### config.mk
export PLATFORM = sky130hd
export DESIGN_NAME = mont_mul_ctrl
export DESIGN_NICKNAME = d
export VERILOG_FILES = /design/src/rtl/mont_pkg.sv /design/src/rtl/mont_mul_ctrl_multiplier.sv /design/src/rtl/mont_mul_ctrl.sv
export SDC_FILE = /design/constraint.sdc
export NUM_CORES = 2
export LEC_CHECK = 0
export CAP_MARGIN = 15
export CORE_MARGIN = 1
export CORE_UTILIZATION = 52
export CTS_CLUSTER_SIZE = 12
export DETAILED_ROUTE_END_ITERATION = 10
export PLACE_DENSITY = 0.72
export RECOVER_POWER = 25
export REMOVE_ABC_BUFFERS = 1
export SLEW_MARGIN = 20
export SYNTH_ARGS = -nofsm -noshare
export SYNTH_HDL_FRONTEND = slang
export SYNTH_HIERARCHICAL = 1
export SYNTH_SLANG_ARGS = --single-unit
### constraint.sdc
create_clock -name clk -period 10.25 [get_ports clk]
set_input_delay 2.05 -clock clk [delete_from_list [all_inputs] [get_ports clk]]
set_output_delay 2.05 -clock clk [all_outputs]
set_load 0.01 [all_outputs]
### src/rtl/mont_pkg.sv
// -----------------------------------------------------------------------------
// mont_pkg
// Shared constants and the controller state type for the Montgomery
// multiplier controller (mont_mul_ctrl) and its shared multiplier unit.
//   WORD_W       operand / modulus width
//   PROD_W       full product width
//   MUL_LAT      cycles from the mul_start cycle to the mul_done cycle
//   FLUSH_CYCLES cycles spent in FLUSH after reset (> MUL_LAT so any
//                in-flight product drains before new work starts)
// -----------------------------------------------------------------------------
package mont_pkg;

    localparam int WORD_W       = 64;
    localparam int PROD_W       = 128;
    localparam int MUL_LAT      = 33;
    localparam int FLUSH_CYCLES = 34;

    typedef enum logic [3:0] {
        FLUSH,
        IDLE,
        MUL_T,
        WAIT_T,
        MUL_M,
        WAIT_M,
        MUL_MN,
        WAIT_MN,
        REDUCE,
        RESP
    } state_t;

endpackage

### src/rtl/mont_mul_ctrl_multiplier.sv
// -----------------------------------------------------------------------------
// mont_mul_ctrl_multiplier
// Shared 64x64 unsigned radix-4 multiplier. Two bits of B are consumed per
// cycle, so a product takes 32 accumulate steps after the start edge; done
// pulses for one cycle MUL_LAT cycles after the start cycle, with R valid
// from then until the next product completes. The unit has no reset: a
// product in flight when the controller resets simply runs to completion.
//   clk    clock
//   start  one-cycle pulse, samples A and B (restarts any product in flight)
//   A, B   operands
//   R      128-bit product
//   done   one-cycle completion pulse
// -----------------------------------------------------------------------------
module mont_mul_ctrl_multiplier
    import mont_pkg::*;
(
    input  logic              clk,
    input  logic              start,
    input  logic [WORD_W-1:0] A,
    input  logic [WORD_W-1:0] B,
    output logic [PROD_W-1:0] R,
    output logic              done
);

    // Step counter preload: MUL_LAT-1 steps total, counting down to zero.
    localparam logic [4:0] CNT_INIT = 5'(MUL_LAT - 2);

    logic [PROD_W-1:0] acc;
    logic [PROD_W-1:0] a_sh;
    logic [WORD_W-1:0] b_sh;
    logic [4:0]        cnt;
    logic              busy;
    logic [PROD_W-1:0] pp;

    // Partial product for the current radix-4 digit of B.
    always_comb begin
        case (b_sh[1:0])
            2'd0:    pp = '0;
            2'd1:    pp = a_sh;
            2'd2:    pp = a_sh << 1;
            default: pp = a_sh + (a_sh << 1);
        endcase
    end

    always_ff @(posedge clk) begin
        done <= 1'b0;
        if (start) begin
            acc  <= '0;
            a_sh <= {{(PROD_W-WORD_W){1'b0}}, A};
            b_sh <= B;
            cnt  <= CNT_INIT;
            busy <= 1'b1;
        end else if (busy) begin
            acc  <= acc + pp;
            a_sh <= a_sh << 2;
            b_sh <= b_sh >> 2;
            cnt  <= cnt - 5'd1;
            if (cnt == 5'd0) begin
                busy <= 1'b0;
                done <= 1'b1;
                R    <= acc + pp;
            end
        end
    end

endmodule

### src/rtl/mont_mul_ctrl.sv
// -----------------------------------------------------------------------------
// mont_mul_ctrl
// Montgomery multiplication controller: resp_r = a*b*2^-64 mod N, computed
// with three passes through one shared multiplier (T=a*b, m=T*N', s=T+m*N)
// followed by a single conditional subtract.
//   clk, rst_n                 clock, synchronous active-low reset
//   cfg_we, cfg_n, cfg_n_prime modulus N (odd) and N' = -N^-1 mod 2^64;
//                              loaded only in IDLE or FLUSH
//   req_valid/req_ready        operand handshake, req_a/req_b < N
//   resp_valid/resp_ready      result handshake, resp_r held until consumed
// -----------------------------------------------------------------------------
module mont_mul_ctrl
    import mont_pkg::*;
(
    input  logic              clk,
    input  logic              rst_n,
    input  logic              cfg_we,
    input  logic [WORD_W-1:0] cfg_n,
    input  logic [WORD_W-1:0] cfg_n_prime,
    input  logic              req_valid,
    output logic              req_ready,
    input  logic [WORD_W-1:0] req_a,
    input  logic [WORD_W-1:0] req_b,
    output logic              resp_valid,
    input  logic              resp_ready,
    output logic [WORD_W-1:0] resp_r
);

    localparam logic [5:0] FLUSH_LAST = 6'(FLUSH_CYCLES - 1);

    state_t              state, state_nx;
    logic [5:0]          flush_cnt;
    logic [WORD_W-1:0]   n_q, np_q;
    logic [WORD_W-1:0]   a_q, b_q, m_q;
    logic [PROD_W-1:0]   t_q;
    logic [PROD_W:0]     s_q;

    logic                mul_start;
    logic [WORD_W-1:0]   mul_a, mul_b;
    logic [PROD_W-1:0]   mul_r;
    logic                mul_done;

    logic                cfg_open;
    logic [WORD_W:0]     t_hi;
    logic [WORD_W-1:0]   t_red;

    assign cfg_open = (state == FLUSH) || (state == IDLE);

    // t < 2N, so the subtract result always fits in WORD_W bits.
    assign t_hi  = s_q[PROD_W:WORD_W];
    assign t_red = (t_hi >= {1'b0, n_q}) ? (t_hi[WORD_W-1:0] - n_q)
                                         : t_hi[WORD_W-1:0];

    mont_mul_ctrl_multiplier u_mul (
        .clk   (clk),
        .start (mul_start),
        .A     (mul_a),
        .B     (mul_b),
        .R     (mul_r),
        .done  (mul_done)
    );

    always_ff @(posedge clk) begin
        if (!rst_n) begin
            state     <= FLUSH;
            flush_cnt <= '0;
        end else begin
            state     <= state_nx;
            flush_cnt <= (state == FLUSH) ? flush_cnt + 6'd1 : '0;
        end
    end

    always_ff @(posedge clk) begin
        if (!rst_n) begin
            n_q    <= '0;
            np_q   <= '0;
            resp_r <= '0;
        end else begin
            if (cfg_we && cfg_open) begin
                n_q  <= cfg_n;
                np_q <= cfg_n_prime;
            end
            if (state == REDUCE)
                resp_r <= t_red;
        end
    end

    always_ff @(posedge clk) begin
        if (req_valid && req_ready) begin
            a_q <= req_a;
            b_q <= req_b;
        end
        if (state == WAIT_T && mul_done)
            t_q <= mul_r;
        if (state == WAIT_M && mul_done)
            m_q <= mul_r[WORD_W-1:0];
        if (state == WAIT_MN && mul_done)
            s_q <= {1'b0, t_q} + {1'b0, mul_r};
    end

    // mul_done is only looked at in WAIT_* states, so a late pulse from a
    // product abandoned by reset falls harmlessly into FLUSH.
    always_comb begin
        state_nx   = state;
        mul_start  = 1'b0;
        mul_a      = a_q;
        mul_b      = b_q;
        req_ready  = 1'b0;
        resp_valid = 1'b0;
        case (state)
            FLUSH:   if (flush_cnt == FLUSH_LAST) state_nx = IDLE;
            IDLE: begin
                req_ready = !cfg_we;
                if (req_valid && !cfg_we) state_nx = MUL_T;
            end
            MUL_T: begin
                mul_start = 1'b1;
                state_nx  = WAIT_T;
            end
            WAIT_T:  if (mul_done) state_nx = MUL_M;
            MUL_M: begin
                mul_start = 1'b1;
                mul_a     = t_q[WORD_W-1:0];
                mul_b     = np_q;
                state_nx  = WAIT_M;
            end
            WAIT_M:  if (mul_done) state_nx = MUL_MN;
            MUL_MN: begin
                mul_start = 1'b1;
                mul_a     = m_q;
                mul_b     = n_q;
                state_nx  = WAIT_MN;
            end
            WAIT_MN: if (mul_done) state_nx = REDUCE;
            REDUCE:  state_nx = RESP;
            RESP: begin
                resp_valid = 1'b1;
                if (resp_ready) state_nx = IDLE;
            end
            default: state_nx = FLUSH;
        endcase
    end

    // With a consistent N/N' pair the low word of s is zero by construction.
    a_redc_low_zero: assert property (@(posedge clk) disable iff (!rst_n)
        (state == REDUCE) |-> (s_q[WORD_W-1:0] == '0));

endmodule
==> impl_metrics.json <==
{
  "use_met3": 0.0546,
  "dr.pass1.iters": 8,
  "clockBufferDepth": 3,
  "power_density_nw_per_um2": 120,
  "place_congestion": 1.03,
  "setup_tns_ps": 0,
  "grt_max_degree": 104,
  "io_pins": 327,
  "drv_cap": 5,
  "drt_wl_total_mm": 222,
  "synth_area_um2": 67500,
  "core_region_area_um2": 128000,
  "fin_crit_sh": 0.808,
  "clk_latency_ps": 780,
  "finalPower_mw": 9.11,
  "p_leak_nw": 26.3,
  "yosysWarnings": 6,
  "synth_cells": 7257,
  "final_nets": 8074,
  "fmax_ghz": 0.121,
  "hold_viol_final": 0,
  "yosys.cell_types.count": 115,
  "fin_crit_ps": 8280,
  "io_buffer_count": 326,
  "dieHeight_um": 362,
  "grt_pass1_vias": 53800,
  "grtUsageTotal": 0.328,
  "vias_per_cell": 6.28,
  "dp_cells": 8958,
  "cp-end-kind": "flip-flop",
  "synth_seq_cells": 1042,
  "rsz0062_at_grt": "no",
  "layout_common_cells": "nand2_1 (800), a21oi_1 (738), edfxtp_1 (641)",
  "synth_top_area_share": 0.285,
  "status": "finished, violations left",
  "worst-setup-path-type": "flip-flop to flip-flop",
  "hp-class": "flip-flop to flip-flop",
  "cts_tree": "built",
  "drt_iter0_drc": 6296,
  "htreeDepth": 3,
  "yosysSeqAreaShare": 0.404,
  "p_switching_mw": 2.04,
  "hold_buffers": 0,
  "synth_edf_count": 641,
  "dominantRegCellSynth": "edfxtp_1",
  "pwr-share-clk": 0.472,
  "cts_buffers": 115,
  "relSlewSlack": -1.09,
  "cts_sinks": 1042,
  "crit_path_start_kind": "flip-flop",
  "start_util": 0.526,
  "final_cells": 9192,
  "synth_top_area_cell": "edfxtp_1",
  "reg2reg_slack_ps": 1970,
  "peakVddDrop_uv": 185,
  "ant_nets": 0,
  "multi_input_area_um2": 37900,
  "critPathRequiredTime_ps": 10900,
  "combPwrFrac": 0.040,
  "grt.overflow.total": 0,
  "slew_viol_final": 207,
  "grtUsageMet1": 0.493,
  "p_seq_frac": 0.489,
  "vias": 57700,
  "internal-power_mw": 7.07,
  "routedWlPerCell_um": 24.2,
  "syn2layout_area_growth_pct": 12.3,
  "finClkSkew_ps": 59.8,
  "grt_busiest_layer": "met1",
  "grt_first_pass_wirelength_mm": 333,
  "die_area_um2": 131000,
  "drive_gt1_frac": 0.0638,
  "clk_pin_slew_worst_paths_ps": 60,
  "die_x_um": 362,
  "setup_viol_count_final": 0,
  "swShare": 0.224,
  "antenna_found_initial": 24,
  "dpl_worst_slack_ps": 2250,
  "violations": "capacitance limit, slew limit",
  "fillers": 11200,
  "async_reset_ff_frac": 0,
  "final_common_cell": "nand2_1",
  "postSynthAreaPerCell_um2": 9.30,
  "seq_area_um2": 27300,
  "crit_fanout": 8,
  "route.detailed.drc": 0,
  "cts_setup_buffers": 0,
  "met2_usage": 0.480,
  "cp.arrival_ps": 8930,
  "setup_slack_ps": 1970,
  "max_slew.worst_pin.slew_ps": 3130,
  "dp_hpwl_mm": 168,
  "ctsResizeCount": 0,
  "num_rows": 131,
  "synth.area.top_cells": "edfxtp_1 (29%), dfxtp_1 (12%), ha_1 (8.6%), a21oi_1 (5.5%), nand2_1 (4.5%)",
  "clock-root-buffer": "clkbuf_16"
}
cells in the mapped netlist, types with 151 or more instances:
| cell type | count |
|---|---|
| edfxtp_1 | 641 |
| inv_1 | 198 |
| mux2i_1 | 236 |
| xnor2_1 | 230 |
| a21o_1 | 232 |
| a21oi_1 | 738 |
| and3_1 | 155 |
| nand2_1 | 800 |
| nand4_1 | 184 |
| ha_1 | 463 |
| o21ai_0 | 463 |
| nor2_1 | 525 |
| clkbuf_1 | 320 |
| a21boi_0 | 151 |
| dfxtp_1 | 401 |
power groups by stage:
stage	combinational, mW	clock, mW	sequential [mW]
2_1_floorplan	0.194	0	4.54
4_1_cts	0.367	4.36	4.45
3_5_place_dp	0.364	0	4.54
5_1_grt	0.392	4.51	4.46
3_3_place_gp	0.364	0	4.54
6_report	0.361	4.30	4.45
stage by stage:
stage	hold slack, ps	util	cell area [um2]
3_5_place_dp	452	0.560	71800
6_report	456	0.591	75800
3_3_place_gp	445	0.560	71800
2_1_floorplan	431	-	65900
5_1_grt	478	0.591	75800
4_1_cts	459	0.591	75800
critical path: stages, from the launching register on:
cell and delay, ps:
edfxtp_1 490, ha_1 410, a21oi_1 200, o211ai_1 210
a211oi_1 940, a21oi_1 250, a21oi_1 280, o21ai_0 290
a21boi_0 610, o21bai_1 200, xor2_1 180, mux2i_1 140
o21ai_0 100, ha_1 520, nand4_1 420, nor3_1 430
o211ai_1 450, nand4_1 310, nand2_1 150, o21ai_1 350
a21boi_0 270, o21ai_1 230, xor2_1 410, mux2i_1 150
nor2_1 140
state kept, by name (all words and copies together) (netlist names), 64 cells and up:
| register | cells |
|---|---|
| m_q | 64 |
| u_mul/b_sh | 64 |
| s_q | 65 |
| b_q | 64 |
| a_q | 64 |
| t_q | 128 |
| n_q | 64 |
| resp_r | 64 |
| u_mul/a_sh | 128 |
| u_mul/acc | 128 |
| u_mul/R | 128 |
| np_q | 64 |
metal layers:
metal  up-vias  share of wire
li1      27200              -
met1     27700           0.47
met2      2504           0.42
met3       304          0.085
met4         6          0.027
met5         -        0.00016
final timing paths:
path,from,endpoint,depth (start not counted)
min reg2reg,u_mul/R[78],t_q[78],0
max reg2reg,u_mul/a_sh[9],u_mul/acc[75],24
min,u_mul/R[78],t_q[78],0
max,u_mul/a_sh[9],u_mul/acc[75],24
area by class of cell:
type,instances,area share
multi-input cells,5612,0.501
flip-flops and latches,1042,0.360
repair buffers,376,0.0483
clock buffers,166,0.0425
well taps,1729,0.0286
inverters,200,0.00997
clock inverters,53,0.00946
diodes,14,0.000462
kinds of logic (layout without fill, tap and decap cells):
logic type | Yosys count | after routing | share of synthesized area
AO/OA/AOI/OAI | 2358 | 2358 | 0.229
multiplexers | 360 | 360 | 0.0557
XOR/XNOR | 372 | 372 | 0.0484
flip-flops | 1042 | 1042 | 0.404
AND/OR/NAND/NOR | 2056 | 2056 | 0.141
buffers and inverters | 603 | 795 | 0.0348
other | 0 | 14 | 0
adder cells (fa/ha/maj) | 466 | 466 | 0.0868
(Power assumes the default switching activity.)
